==> config.mk <==
export PLATFORM = sky130hd
export DESIGN_NAME = acc_requant_pack
export DESIGN_NICKNAME = d
export VERILOG_FILES = /design/src/rtl/acc_requant_pack.sv
export SDC_FILE = /design/constraint.sdc
export NUM_CORES = 1
export LEC_CHECK = 0
export CORE_ASPECT_RATIO = 0.75
export CORE_MARGIN = 1
export CORE_UTILIZATION = 52
export CTS_CLUSTER_SIZE = 12
export DETAILED_ROUTE_END_ITERATION = 12
export GPL_TIMING_DRIVEN = 1
export PLACE_DENSITY = 0.79
export SYNTH_ARGS = -nofsm -noshare
export SYNTH_HDL_FRONTEND = slang
export SYNTH_SLANG_ARGS = --single-unit
==> constraint.sdc <==
create_clock -name clk -period 1.7 [get_ports clk]
set_input_delay 0.34 -clock clk [delete_from_list [all_inputs] [get_ports clk]]
set_output_delay 0.34 -clock clk [all_outputs]
set_load 0.1 [all_outputs]
==> src/rtl/acc_requant_pack.sv <==
// acc_requant_pack: bias, rounding shift, ReLU and int8 saturation, packed four lanes per 32-bit word
module acc_requant_pack (
    input  logic        clk,
    input  logic        rst_n,
    input  logic        in_valid,
    output logic        in_ready,
    input  logic [31:0] in_data,
    input  logic        in_last,
    input  logic [31:0] cfg_bias,
    input  logic [4:0]  cfg_shift,
    input  logic        cfg_relu,
    input  logic        sat_clr,
    output logic        out_valid,
    input  logic        out_ready,
    output logic [31:0] out_data,
    output logic [2:0]  out_bytes,
    output logic        sat_flag
);
    typedef enum logic {FILL, HOLD} state_e;
    state_e             state_q;
    logic [31:0]        pack_q, pack_d, out_data_q;
    logic [2:0]         out_bytes_q;
    logic [1:0]         idx_q;
    logic               sat_q;
    logic signed [33:0] t, rnd, r, rr;
    logic               clip_hi, clip_lo, accept, complete;
    logic [7:0]         q;
    assign out_valid = state_q == HOLD;
    assign out_data  = out_data_q;
    assign out_bytes = out_bytes_q;
    assign sat_flag  = sat_q;
    assign in_ready  = ~out_valid | out_ready;
    // Requantise the incoming element; 34 bits hold bias + data + rounding term without wrap
    always_comb begin
        t        = {{2{in_data[31]}}, in_data} + {{2{cfg_bias[31]}}, cfg_bias};
        rnd      = cfg_shift == 5'd0 ? 34'sd0 : 34'sd1 <<< (cfg_shift - 5'd1);
        r        = (t + rnd) >>> cfg_shift;
        rr       = cfg_relu && r[33] ? 34'sd0 : r;
        clip_hi  = rr > 34'sd127;
        clip_lo  = rr < -34'sd128;
        q        = clip_hi ? 8'h7f : clip_lo ? 8'h80 : rr[7:0];
        accept   = in_valid & in_ready;
        complete = accept & (in_last | idx_q == 2'd3);
        pack_d   = pack_q | ({24'd0, q} << {idx_q, 3'b000});
    end
    // FILL/HOLD control, lane packing, word hand-off and sticky saturation flag
    always_ff @(posedge clk or negedge rst_n) begin
        if (!rst_n) begin
            state_q     <= FILL;
            pack_q      <= '0;
            idx_q       <= '0;
            out_data_q  <= '0;
            out_bytes_q <= '0;
            sat_q       <= 1'b0;
        end else begin
            sat_q <= (accept & (clip_hi | clip_lo)) | (sat_q & ~sat_clr);
            if (complete) begin
                out_data_q  <= pack_d;
                out_bytes_q <= {1'b0, idx_q} + 3'd1;
                state_q     <= HOLD;
                idx_q       <= '0;
                pack_q      <= '0;
            end else begin
                if (accept) begin
                    pack_q <= pack_d;
                    idx_q  <= idx_q + 2'd1;
                end
                if (state_q == HOLD && out_ready) state_q <= FILL;
            end
        end
    end
endmodule
==> results of run 1 <==
-- routing by layer --
layer,track usage [%],GRT overflow
met5,42.3,0
met4,72.3,3
met3,65.3,1
met1,78.7,0
met2,92.9,4
-- Yosys cell counts, drive strengths merged, types with 5 or more instances --
cell       n
a2111oi    6
a211o      9
a211oi    30
a21o      10
a21oi    102
a221oi     5
a22oi      6
a2bb2oi    5
a311o      5
a31oi     12
a32oi      5
and2      11
and3      10
buf       18
clkbuf    52
dfrtp     71
fa        34
ha        34
inv      121
mux2       7
mux2i     20
mux4       5
nand2    133
nand2b     8
nand3     28
nand4     16
nor2     116
nor2b      5
nor3      38
o2111ai    7
o211a      5
o211ai    17
o21a      15
o21ai     69
o221ai     8
o22ai     55
o41ai     12
or2        7
or3       12
xnor2     10
-- per-stage QoR --
step,util (%),TNS (ps),setup WS [ps],cells
floorplan,-,-253560,-4180,1222
global placement,82.3,-303170,-4960,1881
detailed placement,82.3,-320040,-5270,1881
CTS,93.4,-251840,-4190,1953
-- cell families after synthesis --
family,share of synthesized area (%)
AOI/OAI and AO/OA,33.8
xor gates and xnor gates,1.36
adders and majority gates,12.3
buffers and inverters,8.09
DFF,19.7
muxes,4.34
other,0.0416
and+or+nand+nor,20.4
-- what timing repair did --
item / in CTS
resized for setup: 251
setup buffers: 60
cloned: 1
pin swaps: 98
endpoints found under the setup margin: 65
==> summary.log, run 1 <==
qor: run_status.status did not finish
qor: run_status.failing_step 5_1_grt
qor: run_status.toolErrorMsg [ERROR GRT-0116] Global routing finished with congestion. Check the congestion regions in the DRC Viewer.
qor: die.rows 41
qor: global_route.grt_first_pass_wirelength 103,000 um
qor: logic_synthesis.synth_cell_type_count 85
qor: logic_synthesis.synthesis.area 9020 um^2
qor: cts.cts.sinks 71
qor: cts.h-tree-depth 3
qor: logic_synthesis.synth_top_area_cell sky130_fd_sc_hd__dfrtp_1
qor: die.start_util 53.4%
qor: global_route.first_global_vias 17.0k
qor: cts.ctsHoldBuffers 0
qor: cts.cts-buffers-inserted 9
qor: logic_synthesis.synth_area_leaders sky130_fd_sc_hd__dfrtp_1, sky130_fd_sc_hd__fa_1, sky130_fd_sc_hd__a21oi_1
qor: placed_design.placed_cell_area 13,900 um^2
qor: logic_synthesis.synth_edf_count 0
qor: placed_design.portBuffers 113
qor: logic_synthesis.synth-warning-count 0
qor: die.floorplan.io_pins 114
qor: logic_synthesis.post_synth_inst_count 1,221
qor: logic_synthesis.synth_sequential_area_ratio 19.7%
qor: cts.cts-root-buf sky130_fd_sc_hd__clkbuf_16
qor: placed_design.dp.final_hpwl 33,900 um
qor: global_route.grtUsageTotal 77.7%
qor: die.die_h 116 um
qor: logic_synthesis.fraction_of_registers_with_async_set_or_reset_after_synthesis 100%
qor: logic_synthesis.yosysTopAreaCellShare 19.7%
qor: cts.cts_buffer_depth 2
qor: global_route.grt_start_max_net_pins 72
qor: placed_design.place.gp.congestion 1.07
qor: logic_synthesis.postSynthRegisterBits 71
qor: logic_synthesis.postSynth.topFlopCell sky130_fd_sc_hd__dfrtp_1
qor: die.dieWidth 154 um
qor: logic_synthesis.post_synth.cell_area_avg 7.39 um^2
qor: global_route.grt-ovfl-total 8
==> run 2, diff against run 1 <==
- CORE_ASPECT_RATIO: 0.75 -> not set
- CORE_UTILIZATION: 52 -> 40
- CTS_CLUSTER_SIZE: 12 -> not set
- PLACE_DENSITY: 0.79 -> not set
- PLACE_DENSITY_LB_ADDON: not set -> 0.15
- clock period: 1.7 -> 2.2 ns (I/O delays scaled with it)
==> summary.log, run 2 <==
qor: cts.tritoncts_clock_tree yes
qor: logic_synthesis.synthSimpleGateAreaFrac 20.4%
qor: timing.slew-limit-headroom 34.8%
qor: placed_design.dp.final_hpwl 32,900 um
qor: placed_design.place_inst 1,935
qor: timing.hold_viol 0
qor: logic_synthesis.synth_top_area_cell sky130_fd_sc_hd__dfrtp_1
qor: flow_run.max-cap-violations 0
qor: drt.drt.antenna.violating_nets 0
qor: cells_and_area.syn2layout_area_growth 75.0%
qor: setup_path.max_stage_delay 550 ps
qor: logic_synthesis.synth_area_leaders sky130_fd_sc_hd__dfrtp_1, sky130_fd_sc_hd__fa_1, sky130_fd_sc_hd__a21oi_1
qor: setup_path.worstSetupPathType input port to flop
qor: cells_and_area.fraction_of_final_layout_cells_sized_beyond_drive_strength_1 45.0%
qor: logic_synthesis.post_synth.cell_area_avg 7.39 um^2
qor: cts.cts_buffer_depth 2
qor: drt.drt_iter0_markers 1,074
qor: cells_and_area.instances_no_fill 2,005
qor: cells_and_area.num-fill-cells 1,710
qor: setup_path.slowest_stage sky130_fd_sc_hd__or4_4
qor: drt.post-route-drc-count 3
qor: logic_synthesis.synth_xor_area_share 1.36%
qor: timing.setup_repair_after_global_routing_missed_its_margin yes
qor: cts.clk_latency 330 ps
qor: logic_synthesis.synthesis.area 9020 um^2
qor: cells_and_area.finalCoreUtilization 71.9%
qor: cts.clk_pin_slew_worst_paths 60 ps
qor: drt.routedWlPerCell 21.4 um
qor: cts.cts-root-buf sky130_fd_sc_hd__clkbuf_16
qor: placed_design.portBuffers 113
qor: logic_synthesis.fraction_of_registers_with_async_set_or_reset_after_synthesis 100%
qor: global_route.first_global_vias 11.9k
qor: cells_and_area.final_cell_area 15,800 um^2
qor: timing.min_period_over_period 270%
qor: timing.final_period_minus_worst_setup_slack 5930 ps
qor: global_route.grt-ovfl-total 0
qor: setup_path.critical_path_arrival 6150 ps
qor: logic_synthesis.synth_compound_area_share 33.8%
qor: run_status.status complete, but fails checks
qor: logic_synthesis.postSynthRegisterBits 71
qor: placed_design.place.gp.congestion 0.992
qor: die.placeableCoreArea 22,000 um^2
qor: cts.cts-buffers-inserted 9
qor: logic_synthesis.most_instantiated_cells_after_synthesis sky130_fd_sc_hd__nand2_1, sky130_fd_sc_hd__inv_1, sky130_fd_sc_hd__nor2_1
qor: timing.clock_skew 5.87 ps
qor: power_and_ir_drop.power_density 760 nW/um^2
qor: setup_path.timing.critical_path.from_type input port
qor: power_and_ir_drop.leakagePower 7.00 nW
qor: timing.setup_viol 65
qor: die.rows 54
qor: setup_path.setup.worst_path.start cfg_shift[1]
qor: timing.clock.fmax 168 MHz
qor: placed_design.placed_cell_area 13,400 um^2
qor: setup_path.regToRegEndpoint pack_q[1]
qor: die.dieWidth 152 um
qor: die.dieArea 23,100 um^2
qor: logic_synthesis.synth_cell_type_count 85
qor: drt.finalWirelength 42,800 um
qor: cells_and_area.area_occupied_by_multi_input_gates 8200 um^2
qor: cts.ctsHoldBuffers 0
qor: global_route.grt_first_pass_wirelength 66,000 um
qor: logic_synthesis.adder_and_majority_gate_portion_of_the_synthesized_area 12.3%
qor: logic_synthesis.combinational_family_with_the_most_area_after_synthesis compound AO/OA/AOI/OAI gates
qor: logic_synthesis.yosysTopAreaCellShare 19.7%
qor: die.die_h 152 um
qor: die.start_util 41.1%
qor: timing.final.setup.tns -221,170 ps
qor: logic_synthesis.synth_edf_count 0
qor: drt.routed_vias_inst 6.02
qor: logic_synthesis.synth-warning-count 0
qor: cells_and_area.antenna_cells 0
qor: cells_and_area.design.final.nets 1,864
qor: global_route.antenna_found_initial 0
qor: run_status.failing_checks DRC, setup timing
qor: drt.detail_route.first_pass.iterations 12
qor: timing.finalWorstSetupSlack -3730 ps
qor: cells_and_area.most_frequent_cells_in_the_layout sky130_fd_sc_hd__buf_4, sky130_fd_sc_hd__nand2_1, sky130_fd_sc_hd__inv_1, sky130_fd_sc_hd__nor2_1, sky130_fd_sc_hd__dfrtp_1
qor: setup_path.critical_path_fanouts_max 8
qor: power_and_ir_drop.vdd_ir_drop_max 862 uV
qor: logic_synthesis.yosysMostFrequentCell sky130_fd_sc_hd__nand2_1
qor: logic_synthesis.postSynth.topFlopCell sky130_fd_sc_hd__dfrtp_1
qor: setup_path.worst_ep_required_time 2420 ps
qor: setup_path.critical_path.reg2reg.startpoint idx_q[0]
qor: min_path.worstHoldPathType input port to asynchronous set/reset pin
qor: timing.final_max_slew_viol_count 0
qor: logic_synthesis.post_synth_inst_count 1,221
qor: global_route.grtUsageTotal 36.6%
qor: drt.via_count 12.1k
qor: timing.worst-slew-pin-transition 978 ps
qor: setup_path.worst_r2r_path_depth 5
qor: cells_and_area.layout.cells.most_common sky130_fd_sc_hd__buf_4
qor: cts.cts.sinks 71
qor: cells_and_area.final-seq-area 1780 um^2
qor: logic_synthesis.post_synth_mux_area_share 4.34%
qor: die.floorplan.io_pins 114
qor: setup_path.critical_path.endpoint_type flop
qor: global_route.grt_start_max_net_pins 55
qor: logic_synthesis.synth_sequential_area_ratio 19.7%
qor: cts.h-tree-depth 3
qor: setup_path.regToRegSetupSlack 120 ps
[run 2: cell counts after synthesis]
Identical to the previous run, type by type.
[run 2: area by class of cell]
type                    instances  area share, %
multi-input cells             959           52.0
repair buffers                557           29.6
flip-flops and latches         71           11.3
inverters                     122           3.04
well taps                     280           2.22
clock buffers                  12           1.56
clock inverters                 4          0.341
[run 2: stage by stage]
stage / total power, mW / hold slack, ps / setup WS, ps
3_5_place_dp: 9.32 / 399 / -4740
3_3_place_gp: 9.27 / 393 / -4760
4_1_cts: 11.5 / 44.6 / -3660
5_1_grt: 12.5 / 61.1 / -3860
2_1_floorplan: 6.27 / 144 / -3790
6_report: 12.0 / 41.4 / -3730
[run 2: kinds of logic (layout without fill, tap and decap cells)]
kind of cell | Yosys count | count (layout)
AO/OA/AOI/OAI | 442 | 442
AND/OR/NAND/NOR | 401 | 401
buffers and inverters | 192 | 695
flip-flops | 71 | 71
adder cells (fa/ha/maj) | 68 | 68
multiplexers | 32 | 32
XOR/XNOR | 14 | 14
other | 1 | 2
[run 2: timing repair]
item / 4_1_cts / 5_1_grt
endpoints found under the setup margin: 65 / 65
resized for setup: 270 / 106
pin swaps: 96 / 69
buffers inserted: 40 / 19
cloned: 1 / 0
[run 2: how the worst max path moves through the flow]
stage,endpoint,slack (ps)
floorplan,pack_q[0],-3790
global placement,out_data[29],-4760
detailed placement,out_data[21],-4740
CTS,out_data[1],-3660
global route,out_data[8],-3860
finish,out_data[22],-3730
[run 2: power breakdown]
part           internal [mW]  switching [mW]
Combinational           3.46            5.24
Sequential              1.62           0.216
Clock                  0.913           0.543
Total                   5.99            6.00
[run 2: worst max-delay path: cells and delay by family]
family	cells	cell delay, ps
simple gates	8	1790
buf+inv	9	1090
compound gates	9	2020
fa+ha+maj	2	790
[run 2: routing by layer]
metal | track usage, % | vias to the layer above | share of wire, %
met5 | 0 | - | 0
met4 | 10.9 | 0 | 3.1
met3 | 9.73 | 110 | 9.9
met2 | 55.2 | 602 | 43
met1 | 51.0 | 5839 | 44
li1 | - | 5512 | -
Note: power is estimated with default switching activity, not from simulation.
==> run 3, diff against run 2 <==
- clock period: 2.2 -> 6.1 ns (I/O delays scaled with it)
==> summary.log, run 3 (synthesized netlist as in run 2, its figures left out) <==
qor: run_status.status complete, but fails checks
qor: run_status.failing_checks DRC, capacitance limit, slew limit, setup timing
qor: global_route.gr-usage-met1 50.1%
qor: cts.tritoncts_clock_tree yes
qor: setup_path.critical_path_arrival 6950 ps
qor: cells_and_area.num-fill-cells 1,714
qor: die.placeableCoreArea 22,000 um^2
qor: min_path.hold_path_end out_bytes[1]
qor: cts.cts.sinks 71
qor: setup_path.timing.critical_path.mode_cell sky130_fd_sc_hd__buf_6
qor: setup_path.slowest_stage sky130_fd_sc_hd__fa_1
qor: cts.h-tree-depth 3
qor: cells_and_area.most_frequent_cells_in_the_layout sky130_fd_sc_hd__buf_4, sky130_fd_sc_hd__nand2_1, sky130_fd_sc_hd__inv_1, sky130_fd_sc_hd__clkdlybuf4s50_1, sky130_fd_sc_hd__nor2_1
qor: timing.final_period_minus_worst_setup_slack 6700 ps
qor: global_route.grtUsageTotal 36.5%
qor: setup_path.regToRegEndpoint pack_q[6]
qor: power_and_ir_drop.leakagePower 6.95 nW
qor: cts.cts-root-buf sky130_fd_sc_hd__clkbuf_16
qor: setup_path.worstSetupPathType input port to flop
qor: cts.ctsHoldBuffers 0
qor: timing.clock.fmax 149 MHz
qor: flow_run.max-cap-violations 1
qor: min_path.min_delay_path_depth 2
qor: global_route.grt_start_max_net_pins 72
qor: cells_and_area.fraction_of_final_layout_cells_sized_beyond_drive_strength_1 43.6%
qor: timing.min_period_over_period 110%
qor: placed_design.dp.final_hpwl 32,800 um
qor: setup_path.critical_path_fanouts_max 8
qor: cts.cts_buffer_depth 2
qor: cts.clk_latency 340 ps
qor: die.dieArea 23,100 um^2
qor: global_route.grt_first_pass_wirelength 65,600 um
qor: timing.setup_viol 57
qor: setup_path.max_stage_delay 460 ps
qor: placed_design.place.gp.congestion 0.989
qor: timing.worst-slew-pin-transition 1490 ps
qor: timing.finalWorstSetupSlack -601 ps
qor: drt.via_count 12.1k
qor: drt.finalWirelength 43,700 um
qor: cts.clk_pin_slew_worst_paths 60 ps
qor: power_and_ir_drop.power_density 283 nW/um^2
qor: timing.final_max_slew_viol_count 1
qor: die.start_util 41.1%
qor: global_route.grt-ovfl-total 0
qor: die.rows 54
qor: drt.post-route-drc-count 6
qor: die.die_h 152 um
qor: global_route.use_met2 55.9%
qor: cells_and_area.finalCoreUtilization 72.2%
qor: timing.clock_skew 8.48 ps
qor: die.floorplan.io_pins 114
qor: global_route.grt_most_used_layer met2
qor: timing.final.setup.tns -30,600 ps
qor: setup_path.critical_path.endpoint_type flop
qor: cells_and_area.layout.cells.most_common sky130_fd_sc_hd__buf_4
qor: global_route.antenna_found_initial 1
qor: cells_and_area.syn2layout_area_growth 75.8%
qor: min_path.worstHoldPathType flop to flop
qor: setup_path.regToRegSetupSlack 3250 ps
qor: setup_path.critical_path.reg2reg.startpoint idx_q[0]
qor: cts.cts-buffers-inserted 9
qor: die.dieWidth 152 um
qor: setup_path.timing.critical_path.from_type input port
qor: power_and_ir_drop.vdd_ir_drop_max 270 uV
qor: global_route.first_global_vias 11.7k
qor: cells_and_area.design.final.nets 1,846
qor: placed_design.portBuffers 113
qor: drt.drt.antenna.violating_nets 0
qor: min_path.hold_path_startpoint out_bytes[1]
qor: setup_path.worst_ep_required_time 6350 ps
qor: timing.hold_viol 0
qor: drt.routed_vias_inst 6.09
qor: global_route.grt_util_met3 10.0%
qor: setup_path.worst_r2r_path_depth 4
qor: drt.drt_iter0_markers 1,137
qor: timing.slew-limit-headroom -0.373%
qor: timing.setup_repair_after_global_routing_missed_its_margin yes
qor: drt.detail_route.first_pass.iterations 10
qor: drt.routedWlPerCell 22.0 um
-- run 3: cell types whose count changed in the layout (fill, tap and decap cells not counted), moves of 6 or more --
| cell | delta |
|---|---|
| sky130_fd_sc_hd__clkdlybuf4s50_1 | +38 |
| sky130_fd_sc_hd__a211oi_1 | +6 |
| sky130_fd_sc_hd__nor2_1 | -8 |
| sky130_fd_sc_hd__o22ai_1 | -20 |
| sky130_fd_sc_hd__o22ai_2 | +19 |
| sky130_fd_sc_hd__buf_4 | -48 |
| sky130_fd_sc_hd__nor2_2 | +7 |
-- run 3: power breakdown --
group          internal (mW)  switching [mW]
Sequential             0.583          0.0938
Clock                  0.401           0.207
Combinational           1.29            1.91
Total                   2.28            2.21
-- run 3: worst max path at each step --
stage | cells after the start | start | to | slack, ps
after CTS | 26 | cfg_shift[3] | pack_q[20] | -490
after global placement | 25 | cfg_shift[2] | pack_q[3] | -1680
final | 31 | cfg_shift[1] | pack_q[11] | -600
after floorplan | 26 | cfg_shift[4] | pack_q[0] | -670
after detailed placement | 26 | cfg_shift[2] | pack_q[0] | -1900
after global routing | 31 | cfg_shift[1] | pack_q[11] | -760
-- run 3: per-layer routing --
| metal | routed length (um) | share of wire (%) | vias to the layer above |
|---|---|---|---|
| li1 | - | - | 5516 |
| met5 | 0 | 0 | - |
| met2 | 19100 | 44 | 671 |
| met3 | 4810 | 11 | 100 |
| met1 | 18300 | 42 | 5820 |
| met4 | 1430 | 3.3 | 0 |
-- run 3: layout make-up --
| class | count | area (um^2) | area share (%) |
|---|---|---|---|
| multi-input combinational | 959 | 8260 | 52.1 |
| timing repair buffer | 539 | 4640 | 29.3 |
| sequential | 71 | 1780 | 11.2 |
| inverter | 122 | 472 | 2.98 |
| tap | 280 | 350 | 2.21 |
| clock buffer | 9 | 225 | 1.42 |
| clock inverter | 7 | 121 | 0.766 |
| antenna | 1 | 2.50 | 0.0158 |
-- run 3: per-stage QoR --
stage	instance area [um^2]	power (mW)	hold WS [ps]	std cells	setup WS, ps
finish	15800	4.49	489	1988	-601
global route	15800	4.68	517	1987	-757
CTS	15000	4.21	491	1962	-490
detailed placement	13300	3.38	475	1911	-1900
global placement	13300	3.36	467	1911	-1680
floorplan	9410	2.26	448	1222	-666
-- run 3: critical path, delay by kind of cell --
kind | cells | cell delay [ps]
AO/OA/AOI/OAI | 8 | 1840
buffers and inverters | 11 | 1490
XOR/XNOR | 1 | 170
AND/OR/NAND/NOR | 8 | 1200
adder cells (fa/ha/maj) | 3 | 990
-- run 3: timing repair --
item                                   CTS  global route
setup buffers                           38            24
gates resized for setup                256           133
gates cloned                             2             3
pin swaps                               87            95
setup endpoints to repair               57            57
endpoints found under the hold margin    0             0
==> run 4, diff against run 3 <==
- CAP_MARGIN: not set -> 0
==> results of run 4 <==
No change in the layout: final DEF, timing and power equal those of run 3.
